`config.mk`:
```
export PLATFORM = sky130hd
export DESIGN_NAME = systolic_mm_engine
export DESIGN_NICKNAME = d
export VERILOG_FILES = /design/src/rtl/systolic_mm_engine.sv
export SDC_FILE = /design/constraint.sdc
export NUM_CORES = 2
export LEC_CHECK = 0
export CAP_MARGIN = 20
export CORE_UTILIZATION = 50
export CTS_CLUSTER_SIZE = 14
export DETAILED_ROUTE_END_ITERATION = 16
export PLACE_DENSITY = 0.66
export SLEW_MARGIN = 30
export SYNTH_ARGS = -nofsm -noshare
export SYNTH_HDL_FRONTEND = slang
export SYNTH_SLANG_ARGS = --single-unit
```
`constraint.sdc`:
```
create_clock -name clk -period 6.8 [get_ports clk]
set_input_delay 1.02 -clock clk [delete_from_list [all_inputs] [get_ports clk]]
set_output_delay 1.02 -clock clk [all_outputs]
set_load 0.01 [all_outputs]
```
`src/rtl/systolic_mm_engine.sv`:
```
// Output-stationary MxN systolic matrix-multiply engine. Operand skewing and zero-flush
// are internal; C rows drain over valid/ready and stay resident for tile accumulation.
module systolic_mm_engine #(
  parameter int M          = 4,
  parameter int N          = 4,
  parameter int K          = 4,
  parameter int DATA_WIDTH = 8,
  parameter int ACC_WIDTH  = 2*DATA_WIDTH + $clog2(K),
  parameter bit SIGNED     = 1'b0,
  localparam int RW        = (M > 1) ? $clog2(M) : 1
) (
  input  logic                    clk,
  input  logic                    reset,
  input  logic                    acc_mode,
  input  logic                    in_valid,
  output logic                    in_ready,
  input  logic [0:M*DATA_WIDTH-1] in_a,
  input  logic [0:N*DATA_WIDTH-1] in_b,
  output logic                    busy,
  output logic                    out_valid,
  input  logic                    out_ready,
  output logic [0:N*ACC_WIDTH-1]  out_c,
  output logic [RW-1:0]           out_row,
  output logic                    out_last
);

  localparam int DW = DATA_WIDTH;
  localparam int AW = ACC_WIDTH;
  localparam int KW = (K > 1) ? $clog2(K) : 1;
  localparam int CW = $clog2(M + N);

  typedef enum logic [1:0] {IDLE, LOAD, DRAIN, OUTPUT} state_t;

  state_t          state, state_n;
  logic [KW-1:0]   k_cnt;
  logic [CW-1:0]   drain_cnt;
  logic            accept, enable, clear;
  logic [DW-1:0]   a_src [M];
  logic [DW-1:0]   b_src [N];
  logic [DW-1:0]   a_tap [M][M];
  logic [DW-1:0]   b_tap [N][N];
  logic [DW-1:0]   a_sk  [M][M];
  logic [DW-1:0]   b_sk  [N][N];
  logic [DW-1:0]   a_w   [M][N];
  logic [DW-1:0]   b_n   [M][N];
  logic [DW-1:0]   a_q   [M][N];
  logic [DW-1:0]   b_q   [M][N];
  logic [AW-1:0]   prod  [M][N];
  logic [AW-1:0]   acc   [M][N];
  logic [RW-1:0]   row_sel;
  logic [0:N*AW-1] row_c;

  // One extra bit lets the same signed multiplier serve both operand modes.
  function automatic logic [AW-1:0] mul(input logic [DW-1:0] a, input logic [DW-1:0] b);
    logic signed [DW:0]     ae, be;
    logic signed [2*DW+1:0] p;
    ae = {SIGNED & a[DW-1], a};
    be = {SIGNED & b[DW-1], b};
    p  = ae * be;
    return AW'(p);
  endfunction

  assign in_ready = (state == IDLE) || (state == LOAD);
  assign busy     = (state != IDLE);
  assign accept   = in_valid && in_ready;
  assign enable   = accept || (state == DRAIN);
  assign clear    = accept && (state == IDLE) && !acc_mode;
  assign out_last = out_valid && (out_row == RW'(M-1));

  // NOTE: next-state gets its default before the case so no path leaves it unassigned (no latch).
  always_comb begin
    state_n = state;
    case (state)
      IDLE:    if (in_valid) state_n = (K == 1) ? DRAIN : LOAD;
      LOAD:    if (in_valid && k_cnt == KW'(K-1)) state_n = DRAIN;
      DRAIN:   if (drain_cnt == CW'(M+N-2)) state_n = OUTPUT;
      OUTPUT:  if (out_valid && out_ready && out_row == RW'(M-1)) state_n = IDLE;
      default: state_n = IDLE;
    endcase
  end

  always_ff @(posedge clk or negedge reset) begin
    if (!reset) begin
      state     <= IDLE;
      k_cnt     <= '0;
      drain_cnt <= '0;
      out_valid <= 1'b0;
      out_row   <= '0;
      out_c     <= '0;
    end else begin
      state <= state_n;
      if (accept) k_cnt <= (k_cnt == KW'(K-1)) ? '0 : k_cnt + KW'(1);
      if (state == DRAIN) drain_cnt <= (drain_cnt == CW'(M+N-2)) ? '0 : drain_cnt + CW'(1);
      // Registered row stage: first OUTPUT cycle loads row 0, so C is read only after the final drain step.
      if (state == OUTPUT) begin
        if (!out_valid) begin
          out_valid <= 1'b1;
          out_row   <= '0;
          out_c     <= row_c;
        end else if (out_ready) begin
          if (out_row == RW'(M-1)) begin
            out_valid <= 1'b0;
            out_row   <= '0;
          end else begin
            out_row <= out_row + RW'(1);
            out_c   <= row_c;
          end
        end
      end
    end
  end

  // Tap d of each skew chain is the source delayed d enabled steps; zeros enter outside accepted beats.
  always_comb begin
    for (int i = 0; i < M; i++) begin
      a_src[i]    = accept ? in_a[i*DW +: DW] : '0;
      a_tap[i][0] = a_src[i];
      for (int d = 1; d < M; d++) a_tap[i][d] = a_sk[i][d-1];
    end
    for (int j = 0; j < N; j++) begin
      b_src[j]    = accept ? in_b[j*DW +: DW] : '0;
      b_tap[j][0] = b_src[j];
      for (int d = 1; d < N; d++) b_tap[j][d] = b_sk[j][d-1];
    end
    for (int i = 0; i < M; i++) begin
      a_w[i][0] = a_tap[i][i];
      for (int j = 1; j < N; j++) a_w[i][j] = a_q[i][j-1];
    end
    for (int j = 0; j < N; j++) begin
      b_n[0][j] = b_tap[j][j];
      for (int i = 1; i < M; i++) b_n[i][j] = b_q[i-1][j];
    end
    for (int i = 0; i < M; i++)
      for (int j = 0; j < N; j++) prod[i][j] = mul(a_w[i][j], b_n[i][j]);
  end

  // NOTE: the PE array is flops, not RAM; it must clear on reset so a later acc_mode=1 op starts from zero.
  always_ff @(posedge clk or negedge reset) begin
    if (!reset) begin
      for (int i = 0; i < M; i++) begin
        for (int d = 0; d < M; d++) a_sk[i][d] <= '0;
        for (int j = 0; j < N; j++) begin
          a_q[i][j] <= '0;
          b_q[i][j] <= '0;
          acc[i][j] <= '0;
        end
      end
      for (int j = 0; j < N; j++)
        for (int d = 0; d < N; d++) b_sk[j][d] <= '0;
    end else if (enable) begin
      for (int i = 0; i < M; i++) begin
        a_sk[i][0] <= a_src[i];
        for (int d = 1; d < M; d++) a_sk[i][d] <= a_sk[i][d-1];
      end
      for (int j = 0; j < N; j++) begin
        b_sk[j][0] <= b_src[j];
        for (int d = 1; d < N; d++) b_sk[j][d] <= b_sk[j][d-1];
      end
      // Only PE(0,0) sees a nonzero product on beat 0, so clearing every accumulator then is exact.
      for (int i = 0; i < M; i++)
        for (int j = 0; j < N; j++) begin
          a_q[i][j] <= a_w[i][j];
          b_q[i][j] <= b_n[i][j];
          acc[i][j] <= (clear ? '0 : acc[i][j]) + prod[i][j];
        end
    end
  end

  always_comb begin
    row_sel = (out_valid && out_row != RW'(M-1)) ? out_row + RW'(1) : '0;
    for (int j = 0; j < N; j++) row_c[j*AW +: AW] = acc[row_sel][j];
  end

endmodule
```
Yosys cells after proc, flatten, opt, wreduce, memory -nomap -nowiden
Cells that the tools add are included.
Storage, ports and cells
  register bits after elaboration: 658
  bits in latches: 0
  memory bits (writable): 0
  memory bits (read-only): 0
  input port bits: 69
  output and inout bits: 78
  logic and storage cells: 168
  memories: 0
Cells by class
  add/subtract/negate cells: 19
  multiply operators: 16
  divide/modulo/power cells: 0
  $lt $le $gt $ge: 1
  eq/ne operators: 13
  shift operators: 0
  multiplexer cells: 44
  bitwise operators: 1
  reduce and logical (&&, ||, !) cells: 16
Operator list (count)
  $mux 72: 5
  $add 18x16->18: 16
  $mux 18: 16
  $mul 8x8->16: 16
  $bmux 72 s2: 1
  $mux 8: 8
  $mux 2: 9
  $ne 2x2->1 const B: 5
  $eq 2x2->1 const B: 4
  $logic_and 1x1->1: 8
  $pmux 2 s4: 1
  $add 2x1->2 const B: 2
  $ne 2x1->1 const B: 2
  $reduce_and 4->1: 1
  $add 3x1->3 const B: 1
  $eq 3x3->1 const B: 1
  $ge 3x3->1 const B: 1
  $mux 1: 3
  $mux 3: 1
  $not 2->3: 1
  $reduce_and 3->1: 1
  $eq 2x1->1 const B: 1
  $logic_not 2->1: 1
  $logic_or 1x1->1: 2
  other kinds (3): 3

Longest topological paths before layout
  word-level depth: 10
  depth in mapped cells: 28
  gate-level depth less buffers: 25

Least setup slack after synthesis
No wires, ideal clock.
  path type: input -> register
  from: in in_valid
  to: reg acc[287] (netlist bit)
  data arrival time: 6142 ps
  path slack: 558 ps
  stages: 24
  buffers on the path: 4
  cells stage by stage: nand2_1 or2_1 clkbuf_1 clkbuf_1 clkbuf_1 clkbuf_1 nand2_1 fa_1 inv_1 fa_1 inv_1 fa_1 fa_1 inv_1 ha_1 o21a_1 o31a_1 o211ai_1 a21oi_1 nor3_1 o31ai_1 xor2_1 a21oi_1 a311oi_1
On the way
  word-level cells in the longest chain between the ends: 5
RTL lines
  from (decl): RTL line 15  | input logic in_valid,
  $logic_and 1x1->1 *: RTL line 65  | assign accept = in_valid && in_ready;
  branches (longest 4 deep; another with $add 18x16->18)
  to (signal, indexed assignment): RTL line 164  | acc[i][j] <= (clear ? '0 : acc[i][j]) + prod[i][j];
  to (decl): RTL line 49  | logic [AW-1:0] acc [M][N];
Mark *: on every way between the ends.
A chain may end at the register's enable or synchronous reset.

Worst setup path after layout
  from: in in_valid
  to: reg acc[125] (netlist bit)
On the way
  word-level cells in the longest chain between the ends: 5
RTL lines
  $logic_and 1x1->1 *: RTL line 65
  $logic_and 1x1->1 (2 in series): RTL line 67  | assign clear = accept && (state == IDLE) && !acc_mode;
  $mux 18: RTL line 164
  $add 18x16->18: RTL line 164
Mark *: on every way between the ends. The rest lies on a longest branch, timed or not.

==> results.py <==
metrics = {
    "run_status": {
        "status": "finished clean",
    },
    "yosys": {
        "syn-cell-area_um2": 68600,
        "yosys_warnings": 0,
        "synth.most_common_cell": "nand2_1",
        "synth_nets": 9659,
        "yosys.area.top_type": "dfrtp_1",
        "syn_avg_cell_area_um2": 8.42,
        "synth_ff_type": "dfrtp_1",
        "synth_top_area_share_pct": 24.0,
        "synthTopCellsByArea": "dfrtp_1, fa_1, ha_1, nand2_1, inv_1",
        "yosysSeqAreaShare_pct": 24.0,
        "netlist_top_cells_count": "nand2_1, inv_1, fa_1, dfrtp_1, ha_1",
        "synth_seq_cells": 658,
        "synthCells": 8143,
        "synth_edf_count": 0,
        "synthArstFlopShare_pct": 100,
        "yosysUniqueCellTypes": 74,
    },
    "grt": {
        "grt_pass1_wl_um": 296000,
        "met2_usage_pct": 43.4,
        "grt_start_max_net_pins": 162,
        "first_global_vias": 54600,
        "antenna_found_initial": 3,
        "globalRouteMet3Util_pct": 3.40,
        "met1_usage_pct": 37.4,
        "grt_usage_pct": 26.9,
        "gr-total-overflow": 0,
        "top_usage_layer": "met2",
    },
    "clock_tree": {
        "cts_sinks": 658,
        "root_buffer": "clkbuf_16",
        "cts_setup_buffers": 0,
        "h-tree-depth": 3,
        "clock_latency_ns": 0.71,
        "numCtsBuffers": 84,
        "cts_tree": "built",
        "clk_path_buf_depth": 3,
        "ctsResizeCount": 0,
        "cts_hold_buf": 0,
        "clkTransAtPathRegs_ns": 0.06,
    },
    "placed_design": {
        "portBuffers": 146,
        "gp_congestion": 0.903,
        "pre_cts_slack_ns": 0.0247,
        "placed_cells": 9700,
        "place_hpwl_um": 136000,
    },
    "final_layout": {
        "area_delta_synth_final_pct": 8.69,
        "diodes": 0,
        "layout.nets": 9524,
        "fin_cells": 9856,
        "drive_gt1_share_pct": 3.23,
    },
    "floorplanning": {
        "start_util_pct": 50.5,
        "core_um2": 136000,
        "die_h_um": 372,
        "io_pins": 147,
        "dieArea_um2": 139000,
        "die_w_um": 372,
        "rows": 135,
    },
    "timing": {
        "fin_crit_ns": 6.10,
        "max_slew_margin_pct": 36.5,
        "setup_viol": 0,
        "clock_skew_ns": 0.0550,
        "layout_setup_ws_ns": 0.705,
        "hold_violations": 0,
        "fmax_mhz": 164,
        "rsz0062_at_grt": "no",
        "report.final.slew_viol_count": 0,
        "fin_tns_setup_ns": 0,
        "min_period_over_period_pct": 89.6,
        "tightest_slew_ns": 0.949,
    },
    "critical_path": {
        "timing.rr.end": "acc[125]$_DFFE_PN0P_",
        "worstPathMaxFanout": 42,
        "reg2reg_depth": 21,
        "ff2ff_setup_slack_ns": 0.74,
        "cp-startpoint": "in_valid",
        "criticalPathCategory": "input port to flop",
        "rr_startpoint": "state[0]$_DFFE_PN0P_",
        "crit_path_end_kind": "flop",
        "worstPathRequired_ns": 7.39,
        "startpoint_type": "input port",
        "crit_arrival_ns": 6.68,
    },
    "drt": {
        "firstDrtPassIters": 6,
        "routed_via_density": 5.38,
        "via_count": 53000,
        "drc": 0,
        "drt_wl_total_um": 179000,
        "drt-initial-drc-count": 3454,
        "wire_per_inst_um": 18.2,
        "drtAntennaViolNets": 0,
    },
    "min_path": {
        "hold_class": "input port to async pin",
    },
    "flow_run": {
        "drv_cap": 0,
    },
}
==> metal layers <==
metal	share of wire (%)	up-vias	routed length (um)
met4	3.4	2	6090
li1	-	24900	-
met3	5.5	320	9810
met5	0.0073	-	13
met2	46	1392	83100
met1	45	26400	80100
==> critical path: stages <==
cell	delay, ns
clkdlybuf4s50_1	0.45
nand2_1	0.10
or2_4	0.47
buf_12	0.34
nand2_1	0.14
fa_1	0.53
fa_1	0.52
inv_1	0.06
fa_1	0.55
fa_1	0.41
ha_1	0.35
o21ai_0	0.09
a21oi_1	0.27
o21a_1	0.18
nand4_1	0.14
a31oi_1	0.31
a31oi_1	0.15
xnor2_1	0.20
o21ai_0	0.11
a22o_1	0.23
==> stage by stage <==
stage	util, %	cell area [um^2]	hold WS (ns)
floorplan	-	68600	0.439
global placement	52.6	71400	0.451
detailed placement	52.6	71400	0.456
CTS	54.8	74500	0.350
global route	54.9	74600	0.384
finish	54.9	74600	0.279
==> kinds of logic after synthesis <==
family	synth area share (%)
buffers and inverters	9.35
DFF	24.0
xor gates and xnor gates	2.32
and+or+nand+nor	20.2
muxes	0.139
adders and majority gates	35.1
AOI/OAI and AO/OA	8.80
==> state kept, by name (all words and copies together), names as in the netlist <==
register,cells
state,2
drain_cnt,3
k_cnt,2
acc,288
out_row,2
out_valid,1
out_c,72
a_q,96
a_sk,48
b_n,120
b_sk,24
==> worst max-delay path by stage <==
stage	end	slack (ns)	cells past startpoint
2_1_floorplan	acc[287]$_DFFE_PN0P_	0.56	24
5_1_grt	acc[85]$_DFFE_PN0P_	0.37	23
6_report	acc[125]$_DFFE_PN0P_	0.70	20
3_3_place_gp	acc[251]$_DFFE_PN0P_	0.15	21
3_5_place_dp	acc[179]$_DFFE_PN0P_	0.02	20
4_1_cts	acc[179]$_DFFE_PN0P_	0.75	21
==> final cells by class <==
type	instances	area, um^2
clock buffers	112	2410
clock inverters	41	626
fillers	12500	61300
inverters	1265	4750
multi-input cells	5780	45800
flip-flops and latches	658	16500
well taps	1781	2230
repair buffers	219	2310
==> placed cells by master, fill, tap and decap left out, types with 19 or more instances in the layout <==
cell type        instances
and2_1                 586
nand3_1                120
o21bai_1                20
clkbuf_16               85
nor3_1                  37
buf_12                  19
ha_1                   646
and3_1                  56
buf_4                   51
clkdlybuf4s50_1        145
a211oi_1                19
nand2_1               1870
nand2b_1                34
nor2_1                 348
inv_1                 1265
dfrtp_1                658
a21o_1                  54
nor2b_1                 25
o21ai_0                419
a21oi_1                281
xor2_1                 110
a22o_1                  68
fa_1                   800
xnor2_1                 72
Power is not shown: default switching activity piles up to over one toggle a cycle in this logic, so the estimate is an artifact.
